`src/rtl/pfc_bpred_if.sv`:
```
`default_nettype none
// ============================================================================
// Module      : pfc_bpred_if
// Description : Fetch-side and execute-side bus of the program flow control
//               unit (prediction, resolution, redirect, statistics).
// Revision    : 1.0 - initial release
// ============================================================================
interface pfc_bpred_if #(
    parameter int XLEN  = 32,
    parameter int CNT_W = 16
);
    // Fetch side
    logic             stall;
    logic [XLEN-1:0]  fetch_pc;
    logic             pred_taken;
    logic [XLEN-1:0]  pred_next;

    // Execute side
    logic             ex_valid;
    logic [XLEN-1:0]  ex_pc;
    logic             ex_pred_taken;
    logic [XLEN-1:0]  ex_pred_target;
    logic [XLEN-1:0]  immediate;
    logic [XLEN-1:0]  rs1;
    logic [XLEN-1:0]  rs2;
    logic [5:0]       control_signals;
    logic             actual_taken;
    logic [XLEN-1:0]  pcnew;
    logic [XLEN-1:0]  link_pc;
    logic             redirect;
    logic [XLEN-1:0]  redirect_pc;

    // Statistics
    logic [CNT_W-1:0] branch_count;
    logic [CNT_W-1:0] mispredict_count;

    modport master (
        output stall, ex_valid, ex_pc, ex_pred_taken, ex_pred_target,
               immediate, rs1, rs2, control_signals,
        input  fetch_pc, pred_taken, pred_next, actual_taken, pcnew, link_pc,
               redirect, redirect_pc, branch_count, mispredict_count
    );

    modport slave (
        input  stall, ex_valid, ex_pc, ex_pred_taken, ex_pred_target,
               immediate, rs1, rs2, control_signals,
        output fetch_pc, pred_taken, pred_next, actual_taken, pcnew, link_pc,
               redirect, redirect_pc, branch_count, mispredict_count
    );
endinterface
`default_nettype wire

```
`src/rtl/pfc_bpred.sv`:
```
`default_nettype none
// ============================================================================
// Module      : pfc_bpred
// Description : Fetch PC owner with direct-mapped BTB prediction, execute-stage
//               branch resolution, mispredict redirect and BTB training.
// Revision    : 1.0 - initial release
// ============================================================================
module pfc_bpred #(
    parameter int              XLEN        = 32,
    parameter int              BTB_ENTRIES = 16,
    parameter logic [XLEN-1:0] RESET_PC    = '0,
    parameter int              CNT_W       = 16
) (
    input  wire logic  clk,
    input  wire logic  rst,
    pfc_bpred_if.slave bus
);
    localparam int IDX   = $clog2(BTB_ENTRIES);
    localparam int TAG_W = XLEN - IDX - 2;

    localparam logic [XLEN-1:0] c_pc_step = XLEN'(4);

    logic [BTB_ENTRIES-1:0] r_btb_valid;
    logic [BTB_ENTRIES-1:0] r_btb_jump;
    logic [TAG_W-1:0]       r_btb_tag    [BTB_ENTRIES];
    logic [XLEN-1:0]        r_btb_target [BTB_ENTRIES];
    logic [1:0]             r_btb_ctr    [BTB_ENTRIES];

    logic [XLEN-1:0]  r_fetch_pc;
    logic [CNT_W-1:0] r_branch_cnt;
    logic [CNT_W-1:0] r_mispred_cnt;

    logic [IDX-1:0]   w_f_idx;
    logic             w_f_hit;
    logic             w_pred_taken;
    logic [IDX-1:0]   w_ex_idx;
    logic [TAG_W-1:0] w_ex_tag;
    logic             w_ex_hit;

    logic             w_rs1_sel;
    logic             w_pl;
    logic             w_jb;
    logic [2:0]       w_bc;
    logic             w_jalr;
    logic             w_cond;
    logic             w_actual;
    logic [XLEN-1:0]  w_sum;
    logic [XLEN-1:0]  w_pcnew;
    logic [XLEN-1:0]  w_link;
    logic             w_redirect;
    logic [XLEN-1:0]  w_redirect_pc;

    // ---------------- Prediction (reads pre-update BTB contents) ----------
    assign w_f_idx      = r_fetch_pc[IDX+1:2];
    assign w_f_hit      = r_btb_valid[w_f_idx] &&
                          (r_btb_tag[w_f_idx] == r_fetch_pc[XLEN-1:IDX+2]);
    assign w_pred_taken = w_f_hit && (r_btb_jump[w_f_idx] || r_btb_ctr[w_f_idx][1]);

    assign bus.fetch_pc   = r_fetch_pc;
    assign bus.pred_taken = w_pred_taken;
    assign bus.pred_next  = w_pred_taken ? r_btb_target[w_f_idx] : r_fetch_pc + c_pc_step;

    // ---------------- Resolution ------------------------------------------
    assign w_rs1_sel = bus.control_signals[5];
    assign w_pl      = bus.control_signals[4];
    assign w_jb      = bus.control_signals[3];
    assign w_bc      = bus.control_signals[2:0];
    assign w_jalr    = w_pl & w_jb & ~w_rs1_sel;

    always_comb begin
        w_cond = 1'b0;
        case (w_bc)
            3'b000:  w_cond = (bus.rs1 == bus.rs2);
            3'b001:  w_cond = (bus.rs1 != bus.rs2);
            3'b100:  w_cond = ($signed(bus.rs1) <  $signed(bus.rs2));
            3'b101:  w_cond = ($signed(bus.rs1) >= $signed(bus.rs2));
            3'b110:  w_cond = (bus.rs1 <  bus.rs2);
            3'b111:  w_cond = (bus.rs1 >= bus.rs2);
            default: w_cond = 1'b0;
        endcase
    end

    assign w_actual = w_pl & (w_jb | w_cond);
    assign w_sum    = (w_jalr ? bus.rs1 : bus.ex_pc) + bus.immediate;
    assign w_pcnew  = {w_sum[XLEN-1:1], w_sum[0] & ~w_jalr};
    assign w_link   = bus.ex_pc + c_pc_step;

    // A correct direction with a stale target still needs a restart.
    assign w_redirect = ~rst & bus.ex_valid &
                        ((w_actual != bus.ex_pred_taken) |
                         (w_actual & bus.ex_pred_taken & (w_pcnew != bus.ex_pred_target)));
    assign w_redirect_pc = w_actual ? w_pcnew : w_link;

    assign bus.actual_taken = bus.ex_valid & w_actual;
    assign bus.pcnew        = w_pcnew;
    assign bus.link_pc      = w_link;
    assign bus.redirect     = w_redirect;
    assign bus.redirect_pc  = w_redirect_pc;

    // ---------------- Fetch PC --------------------------------------------
    always_ff @(posedge clk or posedge rst) begin
        if (rst) begin
            r_fetch_pc <= RESET_PC;
        end else if (w_redirect) begin
            r_fetch_pc <= w_redirect_pc;
        end else if (!bus.stall) begin
            r_fetch_pc <= bus.pred_next;
        end
    end

    // ---------------- BTB training ----------------------------------------
    assign w_ex_idx = bus.ex_pc[IDX+1:2];
    assign w_ex_tag = bus.ex_pc[XLEN-1:IDX+2];
    assign w_ex_hit = r_btb_valid[w_ex_idx] && (r_btb_tag[w_ex_idx] == w_ex_tag);

    always_ff @(posedge clk or posedge rst) begin
        if (rst) begin
            r_btb_valid <= '0;
            r_btb_jump  <= '0;
            for (int i = 0; i < BTB_ENTRIES; i++) begin
                r_btb_tag[i]    <= '0;
                r_btb_target[i] <= '0;
                r_btb_ctr[i]    <= 2'b01;
            end
        end else if (bus.ex_valid) begin
            if (w_pl) begin
                r_btb_jump[w_ex_idx] <= w_jb;
                if (w_ex_hit) begin
                    if (w_actual) begin
                        r_btb_target[w_ex_idx] <= w_pcnew;
                        if (r_btb_ctr[w_ex_idx] != 2'b11)
                            r_btb_ctr[w_ex_idx] <= r_btb_ctr[w_ex_idx] + 2'd1;
                    end else if (r_btb_ctr[w_ex_idx] != 2'b00) begin
                        r_btb_ctr[w_ex_idx] <= r_btb_ctr[w_ex_idx] - 2'd1;
                    end
                end else begin
                    r_btb_valid[w_ex_idx]  <= 1'b1;
                    r_btb_tag[w_ex_idx]    <= w_ex_tag;
                    r_btb_target[w_ex_idx] <= w_pcnew;
                    r_btb_ctr[w_ex_idx]    <= w_jb ? 2'b11 : (w_actual ? 2'b10 : 2'b01);
                end
            end else if (w_ex_hit) begin
                // A non-control instruction aliased onto this entry: drop it.
                r_btb_valid[w_ex_idx] <= 1'b0;
            end
        end
    end

    // ---------------- Saturating statistics -------------------------------
    always_ff @(posedge clk or posedge rst) begin
        if (rst) begin
            r_branch_cnt  <= '0;
            r_mispred_cnt <= '0;
        end else begin
            if (bus.ex_valid && w_pl && (r_branch_cnt != '1))
                r_branch_cnt <= r_branch_cnt + CNT_W'(1);
            if (w_redirect && (r_mispred_cnt != '1))
                r_mispred_cnt <= r_mispred_cnt + CNT_W'(1);
        end
    end

    assign bus.branch_count     = r_branch_cnt;
    assign bus.mispredict_count = r_mispred_cnt;
endmodule
`default_nettype wire

```
`src/flat_wrapper.sv`:
```
// flat-port wrapper written by rule: the top's interface ports become plain ports
module pfc_bpred_flat 
#(
    parameter int              XLEN        = 32,
    parameter int              BTB_ENTRIES = 16,
    parameter logic [XLEN-1:0] RESET_PC    = '0,
    parameter int              CNT_W       = 16
)
  (clk, rst, bus_stall, bus_ex_valid, bus_ex_pc, bus_ex_pred_taken, bus_ex_pred_target, bus_immediate, bus_rs1, bus_rs2, bus_control_signals, bus_fetch_pc, bus_pred_taken, bus_pred_next, bus_actual_taken, bus_pcnew, bus_link_pc, bus_redirect, bus_redirect_pc, bus_branch_count, bus_mispredict_count);
  pfc_bpred_if #(.XLEN(XLEN), .CNT_W(CNT_W)) bus_i ();
  input  wire logic clk;
  input  wire logic rst;
  input wire logic [$bits(bus_i.stall)-1:0] bus_stall;
  input wire logic [$bits(bus_i.ex_valid)-1:0] bus_ex_valid;
  input wire logic [$bits(bus_i.ex_pc)-1:0] bus_ex_pc;
  input wire logic [$bits(bus_i.ex_pred_taken)-1:0] bus_ex_pred_taken;
  input wire logic [$bits(bus_i.ex_pred_target)-1:0] bus_ex_pred_target;
  input wire logic [$bits(bus_i.immediate)-1:0] bus_immediate;
  input wire logic [$bits(bus_i.rs1)-1:0] bus_rs1;
  input wire logic [$bits(bus_i.rs2)-1:0] bus_rs2;
  input wire logic [$bits(bus_i.control_signals)-1:0] bus_control_signals;
  output wire logic [$bits(bus_i.fetch_pc)-1:0] bus_fetch_pc;
  output wire logic [$bits(bus_i.pred_taken)-1:0] bus_pred_taken;
  output wire logic [$bits(bus_i.pred_next)-1:0] bus_pred_next;
  output wire logic [$bits(bus_i.actual_taken)-1:0] bus_actual_taken;
  output wire logic [$bits(bus_i.pcnew)-1:0] bus_pcnew;
  output wire logic [$bits(bus_i.link_pc)-1:0] bus_link_pc;
  output wire logic [$bits(bus_i.redirect)-1:0] bus_redirect;
  output wire logic [$bits(bus_i.redirect_pc)-1:0] bus_redirect_pc;
  output wire logic [$bits(bus_i.branch_count)-1:0] bus_branch_count;
  output wire logic [$bits(bus_i.mispredict_count)-1:0] bus_mispredict_count;
  assign bus_i.stall = bus_stall;
  assign bus_i.ex_valid = bus_ex_valid;
  assign bus_i.ex_pc = bus_ex_pc;
  assign bus_i.ex_pred_taken = bus_ex_pred_taken;
  assign bus_i.ex_pred_target = bus_ex_pred_target;
  assign bus_i.immediate = bus_immediate;
  assign bus_i.rs1 = bus_rs1;
  assign bus_i.rs2 = bus_rs2;
  assign bus_i.control_signals = bus_control_signals;
  assign bus_fetch_pc = bus_i.fetch_pc;
  assign bus_pred_taken = bus_i.pred_taken;
  assign bus_pred_next = bus_i.pred_next;
  assign bus_actual_taken = bus_i.actual_taken;
  assign bus_pcnew = bus_i.pcnew;
  assign bus_link_pc = bus_i.link_pc;
  assign bus_redirect = bus_i.redirect;
  assign bus_redirect_pc = bus_i.redirect_pc;
  assign bus_branch_count = bus_i.branch_count;
  assign bus_mispredict_count = bus_i.mispredict_count;
  pfc_bpred #(.XLEN(XLEN), .BTB_ENTRIES(BTB_ENTRIES), .RESET_PC(RESET_PC), .CNT_W(CNT_W)) u_core (.clk(clk), .rst(rst), .bus(bus_i));
endmodule
```
`config.mk`:
```
export PLATFORM = sky130hd
export DESIGN_NAME = pfc_bpred_flat
export DESIGN_NICKNAME = d
export VERILOG_FILES = /design/src/rtl/pfc_bpred_if.sv /design/src/rtl/pfc_bpred.sv /design/src/flat_wrapper.sv
export SDC_FILE = /design/constraint.sdc
export NUM_CORES = 2
export LEC_CHECK = 0
export ABC_AREA = 1
export BUFFER_PORTS_ARGS = -buffer_cell sky130_fd_sc_hd__buf_2
export CAP_MARGIN = 20
export CORE_MARGIN = 10
export CORE_UTILIZATION = 35
export DETAILED_ROUTE_END_ITERATION = 10
export SYNTH_ARGS = -nofsm -noshare
export SYNTH_HDL_FRONTEND = slang
export SYNTH_SLANG_ARGS = --single-unit
```
`constraint.sdc`:
```
create_clock -name clk -period 30.1 [get_ports clk]
set_clock_uncertainty 0.2 [all_clocks]
set_input_delay 3.01 -clock clk [delete_from_list [all_inputs] [get_ports clk]]
set_output_delay 3.01 -clock clk [all_outputs]
set_load 0.05 [all_outputs]
```
==> reports/results.txt <==
Status = finished clean
CTS tree = done
Final worst path period need = 11.95 ns
DR WL/cell = 23.8 um
Initial Util = 35.1%
Final hold violation count = 0
Total Wirelength = 259000 um
RSZ-0062 raised after global routing = false
Clk pwr share = 26.6%
Fin area = 67800 um^2
Cells after synthesis = 8453
Largest area contributor in the netlist = dfrtp_1
First-pass GRT wire length = 380000 um
Initial antenna violation count = 11
Fraction of registers with async set/reset = 100%
Highest Clock Rate = 83.7 MHz
Worst setup EP type = primary output
Placed cells = 10700
Critical path type = primary input to primary output
Root buf cell = clkbuf_16
Syn nets = 8699
Routed via count = 59700
CTS resizes = 0
Static Leak = 0.0326 uW
Port buffer count = 365
Vias in the first global route = 56000
Hold crit path type = flop to flop
Fin. max-slew vios = 0
DRC = 0
Die H = 437 um
Endpoints failing setup = 0
Design Power = 5530 uW
Rows = 153
Seq/Total Area, Yosys = 43.4%
Via density = 5.49
Switching part of the total = 43.1%
Reg2reg setup slack = 24.26 ns
Post-synthesis average cell area = 7.20 um^2
CORE AREA = 173000 um^2
Num CTS Buffers = 116
Ranking of synthesized cells by area = dfrtp_1 43%, nand2_1 14%, o21ai_0 11%
Critical path required time = 26.89 ns
IO Count = 366
RR Endpoint = u_core.bus.fetch_pc[9]$_DFFE_PP0P_
Drt pass-1 iters = 9
Cell Count, Final, Fillers Out = 10900
Sequential share of power = 35.8%
Clk sinks = 1056
Number of antenna-violating nets in the routed design = 0
PD cells = 81.5 nW/um^2
Primary FF master, synth = dfrtp_1
Slew HR = 16.1%
RR Startpoint = u_core.bus.fetch_pc[2]$_DFFE_PP0P_
Worst hold path stage count = 2
Worst r2r path cells = 18
Nets = 8698
Total grt overflow = 0
Pint = 3140 uW
Sw Pwr = 2380 uW
Die Area = 191000 um^2
Worst hold slack = 0.267 ns
EDFF count, synth = 0
Longest Clk Path Bufs = 3
Gate power share = 37.6%
H-tree levels = 3
Largest net degree at the start of global routing = 182
Maximum VDD drop = 0.0000529 V
All-Layer GR Usage = 26.0%
Setup TNS = 0 ns
Setup Buffers After CTS = 0
Post-synth top area share = 42.7%
Syn-to-layout area delta = 11.4%
Synth warnings = 0
Yosys cell types = 54
Clk_lat worst skew = 0.79 ns
Max-cap viol count = 0
#FFs+latches synth = 1056
Fraction of final layout cells with drive strength greater than 1 = 9.03%
Dpl hpwl = 169000 um
Crit start category = primary input
Hold_buf cts = 0
Crit share post-route = 39.7%
Gp weighted congestion = 0.989
Critical Path AT = 8.74 ns
Min-Delay Endpoint = u_core.r_btb_ctr[10]$_DFFE_PP1P_
Largest fanout on the critical path = 46
Clock-pin transition on the worst setup and hold timing paths = 0.06 ns
Placed instance area = 63800 um^2
Die X-Extent = 437 um
Min-delay src = u_core.r_btb_ctr[10]$_DFFE_PP1P_
Mapped Area = 60900 um^2
Drt initial violations = 6924
Worst slew pin tran = 1.25 ns
## critical path, stage by stage
cell and delay (ns):
buf_2 0.15, inv_1 0.06, buf_4 0.30, nor2_1 0.09, nand2_2 0.32, buf_4 0.48, a21oi_1 0.17, ha_1 0.46
nand2_1 0.14, nor2_1 0.16, inv_1 0.09, nor3_1 0.31, nand3_1 0.18, nand4_1 0.14, nand2_1 0.56, nand2_1 0.22
nand2_1 0.08, nor2_1 0.11, nand2_1 0.06, nor2_1 0.09, nand3_1 0.42, nand2_1 0.21, nand2_2 0.38, nand2_2 0.20
inv_1 0.06, buf_2 0.21
## metrics by stage
step	setup slack (ns)	util (%)
5_1_grt	17.83	39.1
4_1_cts	18.31	39.0
6_report	18.15	39.1
2_1_floorplan	12.34	-
3_5_place_dp	18.32	36.8
3_3_place_gp	18.34	36.8
## cell usage after synthesis (4+ instances only)
cell type     n
a21oi_1     410
a221oi_1     11
a22o_1        4
a31oi_1      16
and2_1        4
buf_1        16
buf_2       134
buf_4        56
buf_6        38
clkbuf_1    360
clkinv_1      4
dfrtp_1    1040
dfstp_2      16
ha_1         74
inv_1       626
inv_2         7
nand2_1    2275
nand2_2      10
nand2_8      10
nand3_1     396
nand3b_1     19
nand4_1      40
nor2_1      811
nor2_2        4
nor3_1       36
nor3_2        5
nor4_1        8
o211ai_1    128
o21ai_0    1281
o21ai_1     336
o21bai_1      5
o221ai_1     26
o22ai_1      91
o31ai_1       6
xnor2_1      14
xnor3_1       4
xor2_1      106
## area by class of cell
class,count,area [um^2]
Clock buffer,168,3400
Inverter,637,2410
Sequential cell,1056,26500
Clock inverter,46,532
Antenna cell,8,20.0
Tap cell,2325,2910
Timing Repair Buffer,487,2890
Fill cell,18100,106000
Multi-Input combinational cell,6154,29200
## cell families (layout without fill, tap and decap cells)
family / count (synthesis) / count (layout) / synth area share (%)
adders and majority gates: 75 / 75 / 1.55
muxes: 1 / 1 / 0.0185
and+or+nand+nor: 3632 / 3632 / 24.1
DFF: 1056 / 1056 / 43.4
other: 0 / 8 / 0
xor gates and xnor gates: 125 / 125 / 1.91
AOI/OAI and AO/OA: 2321 / 2321 / 20.2
buffers and inverters: 1243 / 1338 / 8.78
## worst max path at each step
stage                                            end              startpoint  slack, ns  cells past startpoint
after floorplan           asynchronous set/reset pin                     rst      12.34                      1
after global placement                  bus_redirect  bus_control_signals[3]      18.34                     26
after detailed placement                bus_redirect  bus_control_signals[3]      18.32                     26
after CTS                               bus_redirect  bus_control_signals[3]      18.31                     26
after global routing                    bus_redirect  bus_control_signals[3]      17.83                     26
final                                   bus_redirect  bus_control_signals[3]      18.15                     26
## registers in the layout, indices dropped and copies added, names as in the netlist, named ones only
register / flops
u_core.bus.mispredict_count: 16
u_core.r_btb_tag: 416
u_core.bus.branch_count: 16
u_core.r_btb_ctr: 32
u_core.r_btb_jump: 16
u_core.bus.fetch_pc: 32
u_core.r_btb_target: 512
## routing by layer
| layer | global-route usage, % | vias to the layer above | share of wire [%] |
|---|---|---|---|
| li1 | - | 27700 | - |
| met1 | 32.4 | 28600 | 39 |
| met2 | 41.8 | 2756 | 45 |
| met3 | 4.04 | 586 | 7.9 |
| met4 | 17.3 | 4 | 7.8 |
| met5 | 0 | - | 0.012 |
## placed cells by master, fill, tap and decap left out, types with 11 or more instances in the layout
master     instances
o21ai_0         1277
nor2_1           799
clkinv_2          30
o21ai_1          340
dfrtp_1         1037
nor3_1            36
nor2_4            12
buf_4            113
nand3b_1          19
nand2_2           21
inv_1            624
nand2_1         2264
nand4_1           40
nand3_1          396
o22ai_1           91
o211ai_1         128
a21oi_1          410
xor2_1           106
xnor2_1           13
buf_2            363
ha_1              74
clkbuf_8          29
a221oi_1          11
dfstp_2           16
clkbuf_1          23
a31oi_1           16
clkbuf_16        117
o221ai_1          26
## power groups by stage
| stage | clock network (uW) | logic [uW] | registers [uW] |
|---|---|---|---|
| 2_1_floorplan | 0 | 1300 | 1980 |
| 3_3_place_gp | 0 | 2030 | 1980 |
| 3_5_place_dp | 0 | 2050 | 1990 |
| 5_1_grt | 1550 | 2260 | 2010 |
| 6_report | 1470 | 2080 | 1980 |
| 4_1_cts | 1490 | 2060 | 1970 |
(Power assumes the default switching activity.)
